## src/rtl/bcd_to_binary_seq_pkg.sv

```systemverilog
// Shared types and constants for the sequential BCD-to-binary converter.
`timescale 1ns/1ps
package bcd_to_binary_seq_pkg;

   typedef enum logic [1:0] {
      IDLE = 2'd0,
      CALC = 2'd1,
      DONE = 2'd2
   } state_t;

   localparam int BCD_DIGITS    = 2;
   localparam int BIN_W         = 7;
   localparam int NUM_ITERS     = 7;
   localparam int BCD_MAX_DIGIT = 9;

   // Work register: {tens, ones, bin}
   localparam int WORK_W = BCD_DIGITS * 4 + BIN_W;
   localparam int CNT_W  = 3;

   // True when a 4-bit value is a legal decimal digit.
   function automatic logic digit_legal(input logic [3:0] d);
      return d <= 4'(BCD_MAX_DIGIT);
   endfunction

endpackage

```

## src/rtl/bcd_to_binary_seq_digit_sub3.sv

```systemverilog
// Reverse double-dabble digit correction: take 3 off any digit that is 8 or more.
`timescale 1ns/1ps
module bcd_digit_sub3 (
   input  logic [3:0] digit_i,
   output logic [3:0] digit_o
);

   // Bit 3 set means the digit is 8..15; no borrow is possible there.
   always_comb begin
      digit_o = digit_i;
      if (digit_i[3]) digit_o = digit_i - 4'd3;
   end

endmodule

```

## src/rtl/bcd_to_binary_seq.sv

```systemverilog
// Two-digit BCD to 7-bit binary, one reverse double-dabble shift per cycle.
//
// state | meaning
// ------+-----------------------------------------------------------
// IDLE  | waiting for digits; in_rdy high
// CALC  | shifting work register, 7 iterations
// DONE  | result presented with out_val; held until out_rdy
`timescale 1ns/1ps
module bcd_to_binary_seq
   import bcd_to_binary_seq_pkg::*;
(
   input  logic             clk,
   input  logic             rst,
   input  logic             in_val,
   output logic             in_rdy,
   input  logic [3:0]       in_tens,
   input  logic [3:0]       in_ones,
   output logic             out_val,
   input  logic             out_rdy,
   output logic [BIN_W-1:0] out_bin,
   output logic             out_err
);

   state_t              state_q, state_d;
   logic [CNT_W-1:0]    cnt_q, cnt_d;
   logic [WORK_W-1:0]   work_q, work_d;
   logic [BIN_W-1:0]    out_bin_q, out_bin_d;
   logic                err_q, err_d;

   logic [WORK_W-1:0]   shifted;
   logic [3:0]          tens_fix;
   logic [3:0]          ones_fix;
   logic [WORK_W-1:0]   work_step;

   // One iteration: shift right, BCD LSB drops into bin MSB, then fix each digit.
   assign shifted = work_q >> 1;

   bcd_digit_sub3 u_sub3_tens (
      .digit_i (shifted[WORK_W-1 -: 4]),
      .digit_o (tens_fix)
   );

   bcd_digit_sub3 u_sub3_ones (
      .digit_i (shifted[WORK_W-5 -: 4]),
      .digit_o (ones_fix)
   );

   assign work_step = {tens_fix, ones_fix, shifted[BIN_W-1:0]};

   // Next-state, counter, work register and result capture.
   always_comb begin
      state_d   = state_q;
      cnt_d     = cnt_q;
      work_d    = work_q;
      out_bin_d = out_bin_q;
      err_d     = err_q;
      case (state_q)
         IDLE: begin
            if (in_val) begin
               if (digit_legal(in_tens) && digit_legal(in_ones)) begin
                  work_d  = {in_tens, in_ones, {BIN_W{1'b0}}};
                  cnt_d   = '0;
                  state_d = CALC;
               end else begin
                  out_bin_d = '0;
                  err_d     = 1'b1;
                  state_d   = DONE;
               end
            end
         end
         CALC: begin
            work_d = work_step;
            cnt_d  = cnt_q + 1'b1;
            if (cnt_q == CNT_W'(NUM_ITERS - 1)) begin
               out_bin_d = work_step[BIN_W-1:0];
               err_d     = 1'b0;
               state_d   = DONE;
            end
         end
         DONE: begin
            if (out_rdy) begin
               err_d   = 1'b0;
               state_d = IDLE;
            end
         end
         default: state_d = IDLE;
      endcase
   end

   // State and datapath registers; reset aborts any conversion in flight.
   always_ff @(posedge clk or posedge rst) begin
      if (rst) begin
         state_q   <= IDLE;
         cnt_q     <= '0;
         work_q    <= '0;
         out_bin_q <= '0;
         err_q     <= 1'b0;
      end else begin
         state_q   <= state_d;
         cnt_q     <= cnt_d;
         work_q    <= work_d;
         out_bin_q <= out_bin_d;
         err_q     <= err_d;
      end
   end

   assign in_rdy  = (state_q == IDLE) && !rst;
   assign out_val = (state_q == DONE);
   assign out_bin = out_bin_q;
   assign out_err = err_q;

endmodule
```

## config.mk

```make
export PLATFORM = sky130hd
export DESIGN_NAME = bcd_to_binary_seq
export DESIGN_NICKNAME = d
export VERILOG_FILES = /design/src/rtl/bcd_to_binary_seq_pkg.sv /design/src/rtl/bcd_to_binary_seq_digit_sub3.sv /design/src/rtl/bcd_to_binary_seq.sv
export SDC_FILE = /design/constraint.sdc
export NUM_CORES = 1
export LEC_CHECK = 0
export BUFFER_PORTS_ARGS = -buffer_cell sky130_fd_sc_hd__buf_2
export CAP_MARGIN = 30
export CORE_MARGIN = 10
export CORE_UTILIZATION = 45
export CTS_CLUSTER_DIAMETER = 40
export DETAILED_ROUTE_END_ITERATION = 10
export PLACE_DENSITY = 0.66
export SLEW_MARGIN = 20
export SYNTH_ARGS = -nofsm -noshare
export SYNTH_HDL_FRONTEND = slang
export SYNTH_SLANG_ARGS = --single-unit
```

## constraint.sdc

```tcl
create_clock -name clk -period 2.3 [get_ports clk]
set_clock_uncertainty 0.15 [all_clocks]
set_input_delay 0.345 -clock clk [delete_from_list [all_inputs] [get_ports clk]]
set_output_delay 0.345 -clock clk [all_outputs]
set_load 0.01 [all_outputs]
```

# Word level (Yosys, flattened, before mapping)
# Index checks and enable logic that the tools add are counted.
# word_totals
regBits	28
latchBits	0
ramBits	0
rom_bits	0
in_bits	12
output_inout_bits	10
wordCells	48
n_memories	0
# classes
addsub	2
mul	0
div	0
n_lt_le_gt_ge	2
n_eq_ne	8
shift	0
muxes	21
n_bitwise	0
n_reduce_logical	10
# op_table
cell	n
two-way mux 15 bit	2
one-hot mux 15 bit (2 select lines)	1
two-way mux 7 bit	3
one-hot mux 7 bit (2 select lines)	1
less-or-equal comparator 4 bit (second input constant)	2
two-way mux 2 bit	4
inequality test 2 bit (second input constant)	4
two-way mux 3 bit	2
one-hot mux 2 bit (3 select lines)	1
one-hot mux 3 bit (2 select lines)	1
AND reduction 3 bit	2
AND reduction 5 bit	1
two-way mux 1 bit	4
two-way mux 4 bit	1
AND reduction 4 bit	1
subtractor 4 x 2 -> 4 bit (second input constant)	1
adder 3 x 1 -> 3 bit (second input constant)	1
== test 3 bit (second input constant)	1
one-hot mux 1 bit (3 select lines)	1
nonzero test 3 bit	1
== test 2 x 1 -> 1 bit (second input constant)	1
== test 2 bit (second input constant)	1
logical AND 1 bit	2
zero test 2 bit	1
other kinds (3)	3

# Logic depth before layout (Yosys ltp)
# Gate-level depths: netlist of the first run.
# logic_depth
word_depth	5
depth_mapped	9
mapped_depth_nobuf	6

# Hierarchy
# A second synthesis of the first run with hierarchy kept.
# hier_totals
hier_cells	144
area_unflattened_um2	1520.2
# modules_own_cells
mod	n_inst	cells_per_inst	area_per_inst_um2	seq_area_each_um2
bcd_to_binary_seq	1	130	1395.1	675.6
bcd_digit_sub3	2	7	62.6	0.0

# Worst setup path after synthesis of the first run
# OpenSTA, ideal clock, no wires.
# synth_timing
kind	reg2reg
startpoint	register state_q[0]
endpoint	register err_q (netlist: out_err)
setup_ns	0.123
arrival_time_ns	1.647
required_ns	2.027
path_slack_ns	0.381
stages_incl_launch_ff	6
n_path_buf	0
cell_sequence	dfrtp_1 inv_1 ha_1 a222oi_1 or3b_1 mux2i_1
# synth_via
elab_chain_cells	3
elab_cells_between_ends	10
# synth_rtl
element	line_no	rtl
start: declaration	bcd_to_binary_seq.sv:24	state_t state_q, state_d;
start signal: assignment	bcd_to_binary_seq.sv:99	state_q <= state_d;
== test 2 x 1 -> 1 bit (tied with other cells)	bcd_to_binary_seq.sv:57	case (state_q)
inequality test 2 bit (no source line) (tied with other cells)	n/a	
AND reduction 5 bit (no source line)	n/a	
end signal: assignment	bcd_to_binary_seq.sv:103	err_q <= err_d;
end: declaration	bcd_to_binary_seq.sv:28	logic err_q, err_d;
# Several ways; a longest one is shown, not always the timed one.
# A chain may end at the register's enable or synchronous reset.

# Worst setup path after layout of the first run
# layout_timing
startpoint	register state_q[0]
endpoint	output in_rdy
# layout_via
elab_chain_cells	2
# layout_rtl
element	line_no	rtl
zero test 2 bit	bcd_to_binary_seq.sv:107	assign in_rdy = (state_q == IDLE) && !rst;
logical AND 1 bit	bcd_to_binary_seq.sv:107	
end: declaration	bcd_to_binary_seq.sv:15	output logic in_rdy,
# Every way passes these cells.

==> results of run 1 <==
-- metrics by stage --
step	util, %	cells	hold slack, ns
detailed placement	55.11	199	0.2882
global route	56.52	204	0.1497
floorplan	-	144	0.2477
CTS	56.52	204	0.1305
finish	56.52	204	0.1241
global placement	55.11	199	0.2793
-- layer usage --
layer	routed length (um)	global-route usage (%)	up-vias
met3	125	2.497	5
met2	1554	19.81	23
met1	1372	14.04	543
li1	-	-	559
met5	0	0	-
met4	49	5.042	0
-- synth_stat cells --
cell      instances
nand2_1          28
dfrtp_1          27
o21ai_0          23
inv_1             8
a22o_1            7
ha_1              7
mux2i_1           6
a21oi_1           5
clkbuf_1          4
nand2b_1          4
nand3_1           3
buf_2             2
nor2b_1           2
nor3_1            2
o21a_1            2
o21ai_1           2
xnor2_1           2
a211oi_1          1
a222oi_1          1
a311oi_1          1
a31oi_1           1
a41oi_1           1
inv_2             1
nor2_1            1
nor3b_1           1
o32a_1            1
or3b_1            1
-- worst paths after layout --
path / startpoint / endpoint / slack (ns)
setup / recovery: state_q[0] / in_rdy / 0.17
setup reg to reg: state_q[0] / work_q[1] / 0.23
hold reg to reg: work_q[13] / work_q[13] / 0.36
hold / removal: in_tens[3] / work_q[14] / 0.12
max in group asynchronous: rst / state_q[1] / 1.29
min in group asynchronous: rst / work_q[11] / 0.45
-- worst register-to-register path: cells and delay by family (launching register included) --
| kind | cells | cell delay, ns |
|---|---|---|
| AOI/OAI and AO/OA | 2 | 0.52 |
| DFF | 1 | 0.43 |
| buffers and inverters | 2 | 0.35 |
| adders and majority gates | 1 | 0.34 |
| and+or+nand+nor | 2 | 0.19 |
-- final cells by class --
type / instances / area (um^2) / share of cell area [%]
clock buffers: 3 / 22.52 / 1.408
clock inverters: 1 / 7.507 / 0.4695
inverters: 9 / 33.78 / 2.113
multi-input cells: 102 / 638.1 / 39.91
flip-flops and latches: 27 / 675.6 / 42.25
well taps: 31 / 38.79 / 2.426
repair buffers: 31 / 182.7 / 11.42
-- kinds of logic after synthesis --
| family | Yosys count | share of synthesized area (%) |
|---|---|---|
| and+or+nand+nor | 42 | 13.75 |
| xor gates and xnor gates | 2 | 1.283 |
| AOI/OAI and AO/OA | 45 | 20.35 |
| adders and majority gates | 7 | 6.416 |
| buffers and inverters | 15 | 4.308 |
| DFF | 27 | 49.50 |
| muxes | 6 | 4.400 |
-- where the power goes --
group | switching [W] | internal, W | leakage [nW]
clock network | 0.000153 | 0.0000669 | 0.0139
registers | 0.0000942 | 0.000585 | 0.358
logic | 0.000378 | 0.000281 | 0.399
-- sequential cells by signal (all words and copies together), names as in the netlist --
| name | cells |
|---|---|
| state_q | 2 |
| work_q | 14 |
| cnt_q | 3 |
| out_err | 1 |
| out_bin | 7 |
==> results_dict.tcl, run 1 <==
set metrics [dict create \
    status "completed" \
    wl_per_cell_um 15.21 \
    area_growth_pct 17.14 \
    cts_tree "yes" \
    via_per_inst 5.539 \
    dieArea_mm2 0.005636 \
    antennaDiodeCount 0 \
    start_kind "flop" \
    worstSetupEndpointType "output port" \
    final_cell_mix "nand2_1, dfrtp_1, o21ai_0, buf_2, buf_4" \
    finalSetupViolations 0 \
    drive_gt1_share_pct 20.81 \
    layout_commonest_cell "nand2_1" \
    grt_pass1_wl_um 5078 \
    relSlewSlack_pct 57.98 \
    critPathMaxStageDelay_ns 0.43 \
    total_power_w 0.001558 \
    cp.required_ns 1.80 \
    final_antenna_net_count 0 \
    grt_overflow 0 \
    yosysSeqAreaShare_pct 49.50 \
    grt_max_degree 28 \
    worstPathCellList "inv_1, ha_1, inv_1, nor2_1, buf_2" \
    io_buffers 21 \
    clock_sinks 27 \
    tightest_slew_ns 0.6261 \
    synth_area_mm2 0.001365 \
    routabilityCongestion 0.8153 \
    cts_inserted_buffers 3 \
    grt_usage_pct 11.72 \
    hold_viol 0 \
    slew_violations 0 \
    synthesis.nets 163 \
    grt_pass1_vias 1083 \
    cpMaxStageDelayCell "dfrtp_1" \
    cts_resized 0 \
    synth_top_area_share_pct 49.50 \
    max_freq_ghz 0.4701 \
    dp_hpwl_um 2314 \
    drc_errors 0 \
    drt_wl_total_um 3102 \
    fp-row-count 19 \
    cts_buffer_depth 2 \
    path_class "flop to output port" \
    clockRootBuffer "clkbuf_4" \
    path_depth 5 \
    power_density_mw_per_mm2 974.5 \
    drtPass1Iterations 4 \
    fin_setup_tns_ns 0 \
    reg2reg_depth 7 \
    cpMostUsedCell "inv_1" \
    clk_pin_slew_ns 0.16 \
    die_x_um 75.08 \
    yosysWarnings 0 \
    fin_ws_ns 0.1728 \
    place_ws_ns 0.2595 \
    hold_depth 3 \
    ios 22 \
    p_leak_nw 0.7714 \
    postLayoutCellArea_mm2 0.001599 \
    crit_fanout 8 \
    ctsHtreeMaxLevel 1 \
    rsz0062_at_grt "false" \
    post_cts_buffers 0 \
    ys_ff_latch 27 \
    drtIter0Drc 79 \
    finalCritPeriodShare_pct 92.49 \
    peakVddDrop_mv 0.4933 \
    yosys.area.top_type "dfrtp_1" \
    fillers 260 \
    core_mm2 0.002829 \
    yosys-top-cells-area "dfrtp_1, o21ai_0, nand2_1, ha_1, a22o_1" \
    nets 193 \
    period_minus_slack_ns 2.127 \
    crit_buf_inv 3 \
    start_util_pct 48.25 \
    antenna_found_initial 0 \
    postSynthCellCount 144 \
    dpl_cell_area_mm2 0.001559 \
    ctsHoldBuffers 1 \
    clk_latency_ns 0.34 \
    synth_area_per_cell_um2 9.480 \
    max_cap_viol_count 0 \
    die_h_um 75.08 \
    crit_family "flip-flops" \
    min_path_type "primary input to flop" \
    synth_cell_types 27 \
    vias 1130 \
    cp_data_arrival_time_ns 1.63 \
]
Power figures use the tool's default switching activity.
==> inputs of run 2 (changes only) <==
Settings changed: CORE_MARGIN 10 to not set, PLACE_DENSITY 0.66 to not set, PLACE_DENSITY_LB_ADDON set to 0.2.
==> run 2 against run 1 <==
The run now ends with DRC left. Die area fell by 42%. Hold slack improved by 0.0022 ns. Flip-flop and latch count did not move. Count of clock-buffer cells in the layout did not move. Critical endpoint unchanged. Largest power group unchanged.
==> results_dict.tcl, run 2 (synthesized netlist as in run 1, its figures left out) <==
set metrics [dict create \
    vias 1104 \
    die_h_um 57.08 \
    hold_start "in_tens[3]" \
    crit_fanout 8 \
    antennaDiodeCount 0 \
    post_cts_buffers 0 \
    largest_reg_flops 14 \
    violations "DRC" \
    grt_pass1_wl_um 4478 \
    path_class "flop to output port" \
    grt_pass1_vias 1038 \
    die_x_um 57.08 \
    rr_endpoint "out_err" \
    place_ws_ns 0.3495 \
    final_cell_mix "nand2_1, dfrtp_1, o21ai_0, buf_2, inv_1" \
    slew_violations 0 \
    crit_family "flip-flops" \
    grt_overflow 0 \
    cpMostUsedCell "inv_1" \
    rsz0062_at_grt "false" \
    max_cap_viol_count 0 \
    ios 22 \
    placed_cells 197 \
    min_to "work_q[14]" \
    drtPass1Iterations 7 \
    critPathMaxStageDelay_ns 0.44 \
    drive_gt1_share_pct 19.88 \
    max_freq_ghz 0.4756 \
    clk_latency_ns 0.33 \
    cp_data_arrival_time_ns 1.61 \
    fp-row-count 19 \
    ctsHtreeMaxLevel 1 \
    worstPathCellList "inv_1, ha_1, inv_1, nor2_1, buf_2" \
    routabilityCongestion 0.7690 \
    antenna_found_initial 0 \
    hold_depth 3 \
    status "complete, but fails checks" \
    core_mm2 0.002805 \
    via_per_inst 5.465 \
    clock_sinks 27 \
    peakVddDrop_mv 0.4549 \
    dp_hpwl_um 1867 \
    top_register "work_q" \
    start_kind "flop" \
    fillers 262 \
    wl_per_cell_um 13.15 \
    drt_wl_total_um 2657 \
    fin_util_pct 56.47 \
    drtIter0Drc 22 \
    clockRootBuffer "clkbuf_4" \
    power_density_mw_per_mm2 956.7 \
    finalNonFillerCells 202 \
    area_growth_pct 16.04 \
    cts_tree "yes" \
    cts_inserted_buffers 3 \
    clk_pin_slew_ns 0.16 \
    cts_resized 0 \
    worstSetupEndpointType "output port" \
    min_path_type "primary input to flop" \
    start_util_pct 48.66 \
    nets 191 \
    reg2reg_from "state_q[0]" \
    crit_buf_inv 3 \
    tightest_slew_ns 0.5282 \
    io_buffers 21 \
    layout_commonest_cell "nand2_1" \
    final_antenna_net_count 0 \
    relSlewSlack_pct 64.55 \
    finalSetupViolations 0 \
    ctsHoldBuffers 1 \
    holdWs_ns 0.1263 \
    period_minus_slack_ns 2.103 \
    grt_max_degree 31 \
    hold_viol 0 \
    grt_usage_pct 18.11 \
    fin_ws_ns 0.1973 \
    reg2reg_slack_ns 0.32 \
    cpMaxStageDelayCell "dfrtp_1" \
    fin_setup_tns_ns 0 \
    reg2reg_depth 5 \
    dieArea_mm2 0.003258 \
    finalCritPeriodShare_pct 91.42 \
    cp.required_ns 1.80 \
    cts_buffer_depth 2 \
    drc_errors 2 \
    p_leak_nw 0.7627 \
]
-- run 2: cell types whose count changed in the layout (fill, tap and decap cells not counted) --
cell / delta
buf_4: -2
-- run 2: area by class of cell --
type	count	area [um^2]	share of cell area, %
clock inverter	1	7.507	0.4739
tap	31	38.79	2.449
sequential	27	675.6	42.65
clock buffer	3	22.52	1.422
timing repair buffer	29	167.7	10.58
multi-input combinational	102	638.1	40.28
inverter	9	33.78	2.133
-- run 2: worst max path at each step --
stage | from | end | slack [ns] | depth (start not counted)
floorplan | state_q[0] | out_err | 0.38 | 5
global placement | state_q[0] | out_err | 0.44 | 5
detailed placement | state_q[0] | out_err | 0.35 | 5
CTS | state_q[0] | in_rdy | 0.19 | 5
global route | state_q[0] | in_rdy | 0.04 | 5
finish | state_q[0] | in_rdy | 0.20 | 5
-- run 2: worst reg2reg max path: stages (launching register included) --
cell and delay [ns]:
dfrtp_1 0.41, inv_1 0.09, ha_1 0.30, a222oi_1 0.41
or3b_1 0.40, mux2i_1 0.13
-- run 2: through the flow --
stage / power, W / cell area (um^2)
2_1_floorplan: 0.001127 / 1365
3_3_place_gp: 0.001280 / 1544
3_5_place_dp: 0.001309 / 1544
4_1_cts: 0.001534 / 1584
5_1_grt: 0.001642 / 1584
6_report: 0.001515 / 1584
-- run 2: routing by layer --
metal  routed length, um  track usage [%]  up-vias
met1                1224            21.06      515
met5                   0                0        -
met2                1306            33.28       26
met3                  97            2.721        4
li1                    -                -      559
met4                  29            7.317        0
-- run 2: power by group --
part	switching [W]	total (W)	internal, W
Clock	0.000152	0.000218	0.0000667
Combinational	0.000361	0.000625	0.000264
Sequential	0.0000879	0.000673	0.000585
Total	0.000600	0.00152	0.000915
